==> src/rtl/nonce_search_pkg.sv <==
// nonce_search_pkg: state encoding and FIFO sizing rule shared by the nonce search controller
package nonce_search_pkg;

    typedef enum logic [1:0] {
        IDLE   = 2'd0,
        SEARCH = 2'd1,
        DRAIN  = 2'd2,
        DONE   = 2'd3
    } state_t;

    function automatic int fifo_aw(input int depth);
        return (depth > 1) ? $clog2(depth) : 1;
    endfunction

endpackage

==> src/rtl/nonce_search_ctrl_fifo.sv <==
// nonce_fifo: synchronous FIFO of in-flight nonces; DEPTH must be a power of two
module nonce_fifo import nonce_search_pkg::*; #(
    parameter int W = 32,
    parameter int DEPTH = 4,
    localparam int AW = fifo_aw(DEPTH)
) (
    input  logic         clk,
    input  logic         reset,
    input  logic         push,
    input  logic [W-1:0] din,
    input  logic         pop,
    output logic [W-1:0] dout,
    output logic         full,
    output logic         empty,
    output logic [AW:0]  count
);

    logic [W-1:0]  mem [DEPTH];
    logic [AW-1:0] wp, rp;
    logic          do_push, do_pop;

    // a pop frees the slot a same-cycle push needs when full
    assign do_pop  = pop && !empty;
    assign do_push = push && (!full || do_pop);
    assign empty   = count == '0;
    assign full    = count == (AW+1)'(DEPTH);
    assign dout    = mem[rp];

    always_ff @(posedge clk or posedge reset) begin
        if (reset) begin
            wp    <= '0;
            rp    <= '0;
            count <= '0;
        end else begin
            if (do_push) wp <= wp + 1'b1;
            if (do_pop) rp <= rp + 1'b1;
            count <= count + (AW+1)'(do_push) - (AW+1)'(do_pop);
        end
    end

    always_ff @(posedge clk) begin
        if (do_push) mem[wp] <= din;
    end

endmodule

==> src/rtl/nonce_search_ctrl.sv <==
// nonce_search_ctrl: sweeps nonces through a pipelined hash core and reports the first winner.
// Define NONCE_SEARCH_PERF_EN to add the perf_cycles / perf_hashes counters.
module nonce_search_ctrl import nonce_search_pkg::*; #(
    parameter int BLOCK_W  = 96,
    parameter int NONCE_W  = 32,
    parameter int HASH_W   = 24,
    parameter int TARGET_W = 8,
    parameter int MAX_OUT  = 4
) (
    input  logic                       clk,
    input  logic                       reset,
    input  logic                       start,
    input  logic [BLOCK_W-1:0]         block,
    input  logic [TARGET_W-1:0]        target,
    output logic                       hreq_valid,
    input  logic                       hreq_ready,
    output logic [BLOCK_W+NONCE_W-1:0] hreq_data,
    input  logic                       hresp_valid,
    input  logic [HASH_W-1:0]          hresp_hash,
    output logic                       terminado,
    output logic                       found,
    output logic [NONCE_W-1:0]         nonce,
    output logic [1:0]                 state,
`ifdef NONCE_SEARCH_PERF_EN
    output logic [31:0]                perf_cycles,
    output logic [NONCE_W:0]           perf_hashes,
`endif
    output logic                       proto_err
);

    localparam int AW = fifo_aw(MAX_OUT);

    state_t               st, st_nx;
    logic [BLOCK_W-1:0]   blk;
    logic [TARGET_W-1:0]  tgt;
    logic [NONCE_W-1:0]   next_nonce, head;
    logic                 exhausted, full, empty, hs, pop_ok, hit, go;
    logic [AW:0]          count, cnt_nx;
    logic                 unused_hash;

    assign unused_hash = ^hresp_hash[HASH_W-TARGET_W-1:0];

    nonce_fifo #(.W(NONCE_W), .DEPTH(MAX_OUT)) u_fifo (
        .clk   (clk),
        .reset (reset),
        .push  (hs),
        .din   (next_nonce),
        .pop   (pop_ok),
        .dout  (head),
        .full  (full),
        .empty (empty),
        .count (count)
    );

    assign go         = st == IDLE && start;
    assign hreq_valid = st == SEARCH && !full && !exhausted;
    assign hreq_data  = {next_nonce, blk};
    assign hs         = hreq_valid && hreq_ready;
    assign pop_ok     = hresp_valid && !empty;
    assign hit        = pop_ok && (hresp_hash[HASH_W-1 -: TARGET_W] < tgt);
    assign cnt_nx     = count + (AW+1)'(hs) - (AW+1)'(pop_ok);
    assign terminado  = st == DONE;
    assign state      = st;

    always_comb begin
        st_nx = st;
        case (st)
            IDLE:   st_nx = start ? SEARCH : IDLE;
            SEARCH: st_nx = hit ? ((cnt_nx == '0) ? DONE : DRAIN)
                          : (exhausted && cnt_nx == '0) ? DONE : SEARCH;
            DRAIN:  st_nx = (cnt_nx == '0) ? DONE : DRAIN;
            DONE:   st_nx = start ? DONE : IDLE;
        endcase
    end

    always_ff @(posedge clk or posedge reset) begin
        if (reset) begin
            st         <= IDLE;
            blk        <= '0;
            tgt        <= '0;
            next_nonce <= '0;
            exhausted  <= 1'b0;
            found      <= 1'b0;
            nonce      <= '0;
            proto_err  <= 1'b0;
        end else begin
            st <= st_nx;
            if (hresp_valid && empty) proto_err <= 1'b1;
            if (go) begin
                blk        <= block;
                tgt        <= target;
                next_nonce <= '0;
                exhausted  <= 1'b0;
                found      <= 1'b0;
            end
            // the wrap to 0 after the last nonce is never issued because exhausted blocks hreq_valid
            if (hs) begin
                next_nonce <= next_nonce + 1'b1;
                nonce      <= next_nonce;
                exhausted  <= &next_nonce;
            end
            if (st == SEARCH && hit) begin
                found <= 1'b1;
                nonce <= head;
            end
        end
    end

`ifdef NONCE_SEARCH_PERF_EN
    always_ff @(posedge clk or posedge reset) begin
        if (reset) begin
            perf_cycles <= '0;
            perf_hashes <= '0;
        end else if (go) begin
            perf_cycles <= '0;
            perf_hashes <= '0;
        end else begin
            if ((st == SEARCH || st == DRAIN) && !(&perf_cycles)) perf_cycles <= perf_cycles + 1'b1;
            if (hs) perf_hashes <= perf_hashes + 1'b1;
        end
    end
`endif

endmodule
==> config.mk <==
export PLATFORM = sky130hd
export DESIGN_NAME = nonce_search_ctrl
export DESIGN_NICKNAME = d
export VERILOG_FILES = /design/src/rtl/nonce_search_pkg.sv /design/src/rtl/nonce_search_ctrl_fifo.sv /design/src/rtl/nonce_search_ctrl.sv
export SDC_FILE = /design/constraint.sdc
export NUM_CORES = 1
export LEC_CHECK = 0
export ABC_AREA = 1
export CAP_MARGIN = 0
export CORE_AREA = 2 2 160 162
export CTS_BUF_LIST = sky130_fd_sc_hd__clkbuf_4 sky130_fd_sc_hd__clkbuf_8
export DETAILED_ROUTE_END_ITERATION = 16
export DIE_AREA = 0 0 162 164
export PLACE_DENSITY_LB_ADDON = 0.08
export SYNTH_ARGS = -nofsm -noshare
export SYNTH_HDL_FRONTEND = slang
export SYNTH_SLANG_ARGS = --single-unit
==> constraint.sdc <==
create_clock -name clk -period 11.2 [get_ports clk]
set_input_delay 2.24 -clock clk [delete_from_list [all_inputs] [get_ports clk]]
set_output_delay 2.24 -clock clk [all_outputs]
set_load 0.01 [all_outputs]
==> results of run 1 <==
## per-stage QoR
| step | setup slack (ns) | hold WS, ns | std cells | instance area [sq um] |
|---|---|---|---|---|
| global placement | 5.83 | 0.453 | 1985 | 16400 |
| finish | 6.28 | 0.468 | 2079 | 17500 |
| floorplan | 4.07 | 0.442 | 1429 | 13400 |
| detailed placement | 5.81 | 0.457 | 1985 | 16400 |
| global route | 6.16 | 0.484 | 2079 | 17500 |
| CTS | 6.41 | 0.472 | 2079 | 17500 |
## placed cells by master (no fill, tap or decap), types with 6 or more instances in the layout
master / instances
o21ai_0: 90
clkinv_1: 12
buf_4: 14
a21oi_1: 9
nor3_1: 17
clkdlybuf4s50_1: 282
xor2_1: 6
nand2_1: 486
inv_1: 112
nor2_1: 119
edfxtp_1: 128
nor2_2: 7
nand3_1: 85
clkbuf_8: 58
ha_1: 16
nand4_1: 36
dfrtp_1: 180
clkbuf_4: 22
o22ai_1: 34
## registers in the layout (all words and copies together), names as in the netlist
register      cells
blk              96
found             1
u_fifo.rp         2
next_nonce       32
tgt               8
u_fifo.wp         2
nonce            32
exhausted         1
state             2
u_fifo.count      3
u_fifo.mem      128
proto_err         1
## worst max-delay path by stage
stage / endpoint
floorplan: blk[0]
global placement: nonce[13]
detailed placement: nonce[13]
CTS: nonce[13]
global route: nonce[21]
finish: nonce[23]
## logic make-up after synthesis
group | Yosys count | synth area share, %
simple gates | 766 | 23.8
flops | 308 | 62.4
buf+inv | 190 | 5.90
compound gates | 140 | 5.71
fa+ha+maj | 18 | 1.79
xor+xnor | 7 | 0.458
## per-layer routing
layer | vias up | share of wire (%)
met5 | - | 0
met4 | 0 | 3.3
met3 | 83 | 8.0
met2 | 432 | 50
met1 | 5237 | 39
li1 | 5229 | -
## final cells by class
type	count	area (sq um)
fillers	2009	7350
clock buffers	80	963
multi-input cells	931	4270
flip-flops and latches	308	8350
inverters	120	457
well taps	330	413
clock inverters	14	85.1
repair buffers	296	2930
## worst max-delay path: stages
cell             delay [ns]
clkdlybuf4s50_1        0.43
ha_1                   0.32
a21oi_1                0.16
nor2_1                 0.08
nor2_4                 0.79
nand3_2                0.63
buf_4                  0.47
nand3_1                0.13
nand3_1                0.08
## power groups by stage
stage                     sequential [mW]  combinational (mW)  clock [mW]
after floorplan                      1.74               0.779           0
after global placement               1.63                1.61           0
after detailed placement             1.64                1.64           0
after CTS                            1.63                1.65        1.02
after global routing                 1.66                1.80        1.08
final                                1.63                1.64        1.00
==> impl_metrics.env, run 1 <==
export IMPL_ys_seq_elements=308
export IMPL_cts_path_max_buffers=3
export IMPL_core_sq_um=24800
export IMPL_seqPwrFrac_pct=38.2
export IMPL_die_height_um=164
export IMPL_use_met3_pct=7.60
export IMPL_grtUsageMet2_pct=47.9
export IMPL_min_from="blk[78]"
export IMPL_synthCells=1429
export IMPL_met1_usage_pct=34.5
export IMPL_grt_busiest_layer="met2"
export IMPL_grt_setup_unrepaired="false"
export IMPL_power_share_clock_pct=23.5
export IMPL_p_int_mw=2.74
export IMPL_routed_wl_um=36900
export IMPL_powerDensity_nw_per_um2=244
export IMPL_synthArstFlopShare_pct=58.4
export IMPL_post_route_util_pct=70.4
export IMPL_p_leak_nw=7.66
export IMPL_worstPathRequired_ns=11.65
export IMPL_synth_nets=1580
export IMPL_hold_depth=2
export IMPL_layout_min_cycle_time_ns=4.92
export IMPL_dr_pass1_iters=5
export IMPL_cts_tree="done"
export IMPL_hold_end="blk[78]"
export IMPL_slew_viol_final=0
export IMPL_grt_usage_pct=28.1
export IMPL_ys_top_cells_by_area="dfrtp_1 (34%), edfxtp_1 (29%), nand2_1 (14%)"
export IMPL_drive_above_1_share_pct=7.20
export IMPL_die_area_sq_um=26600
export IMPL_syn_area_per_cell_sq_um=9.37
export IMPL_antenna_left=0
export IMPL_critPathKind="in -> reg"
export IMPL_synth_edf_count=128
export IMPL_dp_hpwl_um=23600
export IMPL_fin_crit_sh_pct=43.9
export IMPL_post_cts_buffers=0
export IMPL_ios=299
export IMPL_die_width_um=162
export IMPL_max_cap_viol_count=0
export IMPL_total_power_mw=4.27
export IMPL_grt_max_degree=117
export IMPL_reg2reg_from="tgt[7]"
export IMPL_synth_largest_area_cell="dfrtp_1"
export IMPL_slew_headroom_pct=21.9
export IMPL_synth_most_common_cell="nand2_1"
export IMPL_path_max_fanout=34
export IMPL_swShare_pct=35.8
export IMPL_hold_violations=0
export IMPL_start_kind="primary input"
export IMPL_synth_cell_types=36
export IMPL_skew_ns=0.0253
export IMPL_synth_warnings=0
export IMPL_synth_top_cell_area_share_pct=33.6
export IMPL_place_congestion=0.917
export IMPL_antenna_found_initial=0
export IMPL_grt_pass1_vias=10800
export IMPL_route_detailed_drc=0
export IMPL_ys_flop_type="dfrtp_1"
export IMPL_status="completed"
export IMPL_vias_per_cell=5.28
export IMPL_final_nets=1858
export IMPL_ff2ff_setup_slack_ns=8.03
export IMPL_path_clk_slew_ns=0.06
export IMPL_cts_hold_buf=0
export IMPL_r2r_cells=9
export IMPL_clk_latency_ns=0.58
export IMPL_std_cell_rows=58
export IMPL_io_buffers=282
export IMPL_cp_startpoint="hresp_hash[21]"
export IMPL_grt_pass1_wl_um=58100
export IMPL_syn_cell_area_sq_um=13400
export IMPL_cts_htree_levels=2
export IMPL_area_delta_synth_final_pct=30.5
export IMPL_numCtsBuffers=50
export IMPL_finalSetupViolations=0
export IMPL_reg2reg_to="nonce[23]"
export IMPL_num_antenna_cells=0
export IMPL_endpoint_kind="flop"
export IMPL_cts_resized=0
export IMPL_clockRootBuffer="clkbuf_8"
export IMPL_vias=11000
export IMPL_worst_pin_slew_ns=1.17
export IMPL_pwr_share_comb_pct=38.3
export IMPL_min_path_type="reg -> reg"
export IMPL_timing_fmax_mhz=203
export IMPL_synthTopCellsByCount="nand2_1 (487), dfrtp_1 (180), edfxtp_1 (128)"
export IMPL_wire_per_inst_um=17.8
export IMPL_cts_sinks=308
export IMPL_power_switching_mw=1.53
export IMPL_initial_core_util_pct=53.9
export IMPL_cp_arrival_ns=5.37
export IMPL_vdd_ir_drop_max_uv=172
export IMPL_yosysSeqAreaShare_pct=62.4
export IMPL_drt_first_iter_violations=806
export IMPL_grt_ovfl_total=0
export IMPL_setup_tns_ns=0
(Power assumes the default switching activity.)
==> run 2: changes to the inputs <==
--- a/config.mk
+++ b/config.mk
@@ -7,10 +7,10 @@
 export LEC_CHECK = 0
 export ABC_AREA = 1
 export CAP_MARGIN = 0
-export CORE_AREA = 2 2 160 162
+export CORE_AREA = 2 2 172 174
 export CTS_BUF_LIST = sky130_fd_sc_hd__clkbuf_4 sky130_fd_sc_hd__clkbuf_8
 export DETAILED_ROUTE_END_ITERATION = 16
-export DIE_AREA = 0 0 162 164
+export DIE_AREA = 0 0 174 176
 export PLACE_DENSITY_LB_ADDON = 0.08
 export SYNTH_ARGS = -nofsm -noshare
 export SYNTH_HDL_FRONTEND = slang
==> constraint.sdc (replaced) <==
create_clock -name clk -period 4.45 [get_ports clk]
set_input_delay 0.89 -clock clk [delete_from_list [all_inputs] [get_ports clk]]
set_output_delay 0.89 -clock clk [all_outputs]
set_load 0.01 [all_outputs]
==> impl_metrics.env, run 2 (same netlist as run 1, synthesis figures left out) <==
export IMPL_largest_register_ffs=128
export IMPL_core_sq_um=28500
export IMPL_numCtsBuffers=52
export IMPL_routed_wl_um=37300
export IMPL_io_buffers=282
export IMPL_cts_tree="done"
export IMPL_timing_fmax_mhz=344
export IMPL_dp_slack_ns=1.18
export IMPL_wire_per_inst_um=17.4
export IMPL_drive_above_1_share_pct=7.97
export IMPL_path_clk_slew_ns=0.06
export IMPL_skew_ns=0.0200
export IMPL_fin_area_sq_um=17700
export IMPL_route_detailed_drc=0
export IMPL_dp_hpwl_um=23800
export IMPL_start_kind="flop"
export IMPL_regArea_sq_um=8350
export IMPL_top_regs="u_fifo.mem (128), blk (96)"
export IMPL_endpoint_kind="output port"
export IMPL_grt_setup_unrepaired="false"
export IMPL_grt_usage_pct=24.6
export IMPL_setup_tns_ns=0
export IMPL_num_antenna_cells=0
export IMPL_vias=10800
export IMPL_antenna_left=0
export IMPL_worstPathRequired_ns=3.56
export IMPL_max_cap_viol_count=0
export IMPL_mostFrequentLayoutCell="nand2_1"
export IMPL_seqPwrFrac_pct=37.9
export IMPL_post_cts_buffers=0
export IMPL_fin_crit_sh_pct=65.3
export IMPL_worst_pin_slew_ns=1.20
export IMPL_hold_violations=0
export IMPL_cts_hold_buf=0
export IMPL_max_stage_delay_ns=0.55
export IMPL_hold_slack_ns=0.468
export IMPL_vdd_ir_drop_max_uv=324
export IMPL_p_int_mw=6.98
export IMPL_slew_headroom_pct=20.3
export IMPL_mostFrequentLayoutCells="nand2_1 (486), clkdlybuf4s50_1 (282), dfrtp_1 (179)"
export IMPL_crit_slowest_cell="clkdlybuf4s50_1"
export IMPL_layout_min_cycle_time_ns=2.91
export IMPL_cp_arrival_ns=2.02
export IMPL_dr_pass1_iters=5
export IMPL_setup_slack_ns=1.54
export IMPL_std_cell_rows=62
export IMPL_cts_resized=0
export IMPL_path_cells="inv_1 -> nand2_1 -> nor2_2 -> nand2_2 -> inv_2 -> clkdlybuf4s50_1"
export IMPL_slew_viol_final=0
export IMPL_cts_htree_levels=2
export IMPL_status="completed"
export IMPL_grt_pass1_wl_um=59300
export IMPL_pwr_share_comb_pct=37.9
export IMPL_power_switching_mw=3.88
export IMPL_die_height_um=176
export IMPL_grt_pass1_vias=10900
export IMPL_grt_ovfl_total=0
export IMPL_grt_max_degree=114
export IMPL_place_congestion=0.963
export IMPL_powerDensity_nw_per_um2=614
export IMPL_power_share_clock_pct=24.2
export IMPL_cts_sinks=308
export IMPL_drt_first_iter_violations=608
export IMPL_p_leak_nw=7.73
export IMPL_multi_input_area_sq_um=4270
export IMPL_die_area_sq_um=30600
export IMPL_vias_per_cell=5.05
export IMPL_final_nets=1865
export IMPL_clk_latency_ns=0.57
export IMPL_min_path_type="reg -> reg"
export IMPL_initial_core_util_pct=46.9
export IMPL_critPathKind="reg -> out"
export IMPL_crit_buf_inv=3
export IMPL_clockRootBuffer="clkbuf_8"
export IMPL_crit_family="buffers and inverters"
export IMPL_place_area_sq_um=16600
export IMPL_cts_path_max_buffers=3
export IMPL_ios=299
export IMPL_path_max_fanout=4
export IMPL_swShare_pct=35.7
export IMPL_final_cells=2141
export IMPL_finalSetupViolations=0
export IMPL_fillers=2550
export IMPL_regMostFlops="u_fifo.mem"
export IMPL_dp_cells=2044
export IMPL_antenna_found_initial=0
export IMPL_area_delta_synth_final_pct=32.0
export IMPL_die_width_um=174
==> run 2: changes by cell type in the layout (fill, tap and decap cells not counted), sizes merged <==
| cell | change |
|---|---|
| clkinv | -1 |
| inv | +1 |
| buf | +5 |
| clkinvlp | +3 |
==> run 2: stage by stage <==
stage / power [mW] / util, %
final: 10.9 / 61.9
after global routing: 11.6 / 61.9
after detailed placement: 8.30 / 58.0
after global placement: 8.24 / 58.0
after CTS: 11.0 / 61.9
after floorplan: 6.33 / -
==> run 2: routing by layer <==
metal	up-vias	GRT usage, %	wire (um)
met4	0	6.90	729
met2	376	41.9	18400
met1	5146	30.3	14900
met3	54	7.64	3270
li1	5234	-	-
met5	-	0	0
==> run 2: layout make-up <==
cell class	count	area share [%]
repair buffers	301	17.0
multi-input cells	931	24.2
well taps	384	2.72
flip-flops and latches	308	47.2
inverters	120	2.58
clock inverters	17	0.630
clock buffers	80	5.66
==> run 2: power by group through the flow <==
stage | registers, mW | clock network (mW) | logic (mW)
after floorplan | 4.37 | 0 | 1.96
after global placement | 4.13 | 0 | 4.11
after detailed placement | 4.15 | 0 | 4.15
after CTS | 4.12 | 2.69 | 4.17
after global routing | 4.21 | 2.83 | 4.58
final | 4.11 | 2.63 | 4.11
==> run 2: path summary, 6_finish.rpt <==
check | from | end | slack (ns) | cells after the start
max in group asynchronous | reset | u_fifo.rp[0] | 2.73 | 3
worst min-delay path | blk[78] | blk[78] | 0.47 | 2
worst min register to register | blk[78] | blk[78] | 0.47 | 2
worst max-delay path | state[1] | hreq_valid | 1.54 | 6
min in group asynchronous | reset | nonce[11] | 0.84 | 2
worst max register to register | u_fifo.count[1] | state[0] | 1.91 | 14
==> run 2: worst min-delay path: stages, from the launching register on <==
cell and delay [ns]:
dfrtp_1 0.34, nand2_1 0.05, nand2_1 0.05
==> run 3: changes to the inputs <==
--- a/config.mk
+++ b/config.mk
@@ -7,10 +7,10 @@
 export LEC_CHECK = 0
 export ABC_AREA = 1
 export CAP_MARGIN = 0
-export CORE_AREA = 2 2 172 174
+export CORE_AREA = 2 2 164 166
 export CTS_BUF_LIST = sky130_fd_sc_hd__clkbuf_4 sky130_fd_sc_hd__clkbuf_8
 export DETAILED_ROUTE_END_ITERATION = 16
-export DIE_AREA = 0 0 174 176
+export DIE_AREA = 0 0 166 168
 export PLACE_DENSITY_LB_ADDON = 0.08
 export SYNTH_ARGS = -nofsm -noshare
 export SYNTH_HDL_FRONTEND = slang
==> constraint.sdc (replaced) <==
create_clock -name clk -period 2.85 [get_ports clk]
set_input_delay 0.57 -clock clk [delete_from_list [all_inputs] [get_ports clk]]
set_output_delay 0.57 -clock clk [all_outputs]
set_load 0.01 [all_outputs]
==> impl_metrics.env, run 3 (same netlist as run 1, synthesis figures left out) <==
export IMPL_grt_pass1_vias=10700
export IMPL_path_clk_slew_ns=0.06
export IMPL_fin_area_sq_um=17700
export IMPL_clockRootBuffer="clkbuf_8"
export IMPL_area_delta_synth_final_pct=32.4
export IMPL_die_width_um=166
export IMPL_routed_wl_um=37000
export IMPL_regArea_sq_um=8350
export IMPL_regMostFlops="u_fifo.mem"
export IMPL_largest_register_ffs=128
export IMPL_vdd_ir_drop_max_uv=590
export IMPL_final_nets=1875
export IMPL_fin_crit_sh_pct=90.4
export IMPL_cts_path_max_buffers=3
export IMPL_multi_input_area_sq_um=4270
export IMPL_io_buffers=282
export IMPL_drive_above_1_share_pct=8.56
export IMPL_finalSetupViolations=0
export IMPL_initial_core_util_pct=50.8
export IMPL_vias=10900
export IMPL_hold_slack_ns=0.468
export IMPL_core_sq_um=26400
export IMPL_mostFrequentLayoutCells="nand2_1 (486), clkdlybuf4s50_1 (282), dfrtp_1 (179)"
export IMPL_die_area_sq_um=27900
export IMPL_std_cell_rows=60
export IMPL_wire_per_inst_um=17.6
export IMPL_grt_max_degree=114
export IMPL_die_height_um=168
export IMPL_cp_arrival_ns=2.01
export IMPL_post_cts_buffers=0
export IMPL_post_route_util_pct=67.3
export IMPL_powerDensity_nw_per_um2=958
export IMPL_skew_ns=0.0235
export IMPL_grt_pass1_wl_um=58100
export IMPL_slew_viol_final=0
export IMPL_fillers=2157
export IMPL_cts_htree_levels=2
export IMPL_slew_headroom_pct=54.3
export IMPL_ff2ff_setup_slack_ns=0.36
export IMPL_cts_tree="done"
export IMPL_setup_tns_ns=0
export IMPL_grt_usage_pct=26.4
export IMPL_antenna_found_initial=1
export IMPL_start_kind="flop"
export IMPL_hold_violations=0
export IMPL_cts_resized=0
export IMPL_place_congestion=0.929
export IMPL_dp_slack_ns=0.0390
export IMPL_num_antenna_cells=0
export IMPL_p_leak_nw=7.78
export IMPL_critPathKind="reg -> out"
export IMPL_clk_latency_ns=0.57
export IMPL_cts_sinks=308
export IMPL_numCtsBuffers=52
export IMPL_mostFrequentLayoutCell="nand2_1"
export IMPL_grt_setup_unrepaired="false"
export IMPL_layout_min_cycle_time_ns=2.58
export IMPL_max_cap_viol_count=0
export IMPL_timing_fmax_mhz=388
export IMPL_setup_slack_ns=0.273
export IMPL_worstPathRequired_ns=2.28
export IMPL_min_path_type="reg -> reg"
export IMPL_dr_pass1_iters=5
export IMPL_cts_hold_buf=0
export IMPL_path_max_fanout=4
export IMPL_place_area_sq_um=16700
export IMPL_dp_hpwl_um=24200
export IMPL_worst_pin_slew_ns=0.685
export IMPL_drt_first_iter_violations=768
export IMPL_route_detailed_drc=0
export IMPL_vias_per_cell=5.18
export IMPL_ios=299
export IMPL_endpoint_kind="output port"
export IMPL_antenna_left=0
export IMPL_status="completed"
export IMPL_grt_ovfl_total=0
export IMPL_top_regs="u_fifo.mem (128), blk (96)"
## run 3: path summary, 6_finish.rpt
kind                                  from            to  depth (start not counted)
setup / recovery                  state[1]    hreq_valid                          6
hold / removal                     blk[12]       blk[12]                          2
setup reg to reg           u_fifo.count[1]      state[0]                         14
hold reg to reg                    blk[12]       blk[12]                          2
max in group asynchronous            reset  u_fifo.rp[0]                          3
min in group asynchronous            reset       blk[47]                          3
## run 3: final cells by class
cell class / instances / share of cell area (%)
Timing Repair Buffer: 311 / 17.8
Inverter: 120 / 2.57
Clock inverter: 4 / 0.0988
Clock buffer: 90 / 5.93
Tap cell: 341 / 2.41
Multi-Input combinational cell: 931 / 24.1
Sequential cell: 308 / 47.1
## run 3: layer usage
layer / GRT usage (%) / part of all wire, % / vias to the layer above
li1: - / - / 5253
met4: 9.30 / 3.1 / 2
met2: 44.1 / 49 / 406
met1: 32.7 / 40 / 5158
met5: 0 / 0.035 / -
met3: 8.11 / 8.5 / 80
## run 3: report_power, final
part | leakage [nW] | internal, mW | total (mW) | switching (mW)
clock network | 0.580 | 2.29 | 3.99 | 1.70
registers | 3.48 | 5.80 | 6.44 | 0.640
logic | 3.72 | 2.87 | 6.56 | 3.69
total | 7.78 | 11.0 | 17.0 | 6.03
## run 3: through the flow
stage,power [mW],instances
after floorplan,9.88,1429
after global placement,12.9,2011
after detailed placement,13.1,2011
after CTS,17.1,2105
after global routing,18.1,2105
final,17.0,2105
## run 3: critical path, stage by stage (launching register included)
cell             delay (ns)
dfrtp_1                0.45
inv_1                  0.10
nand2_1                0.08
nor2_2                 0.11
nand2_2                0.09
inv_2                  0.08
clkdlybuf4s50_1        0.53
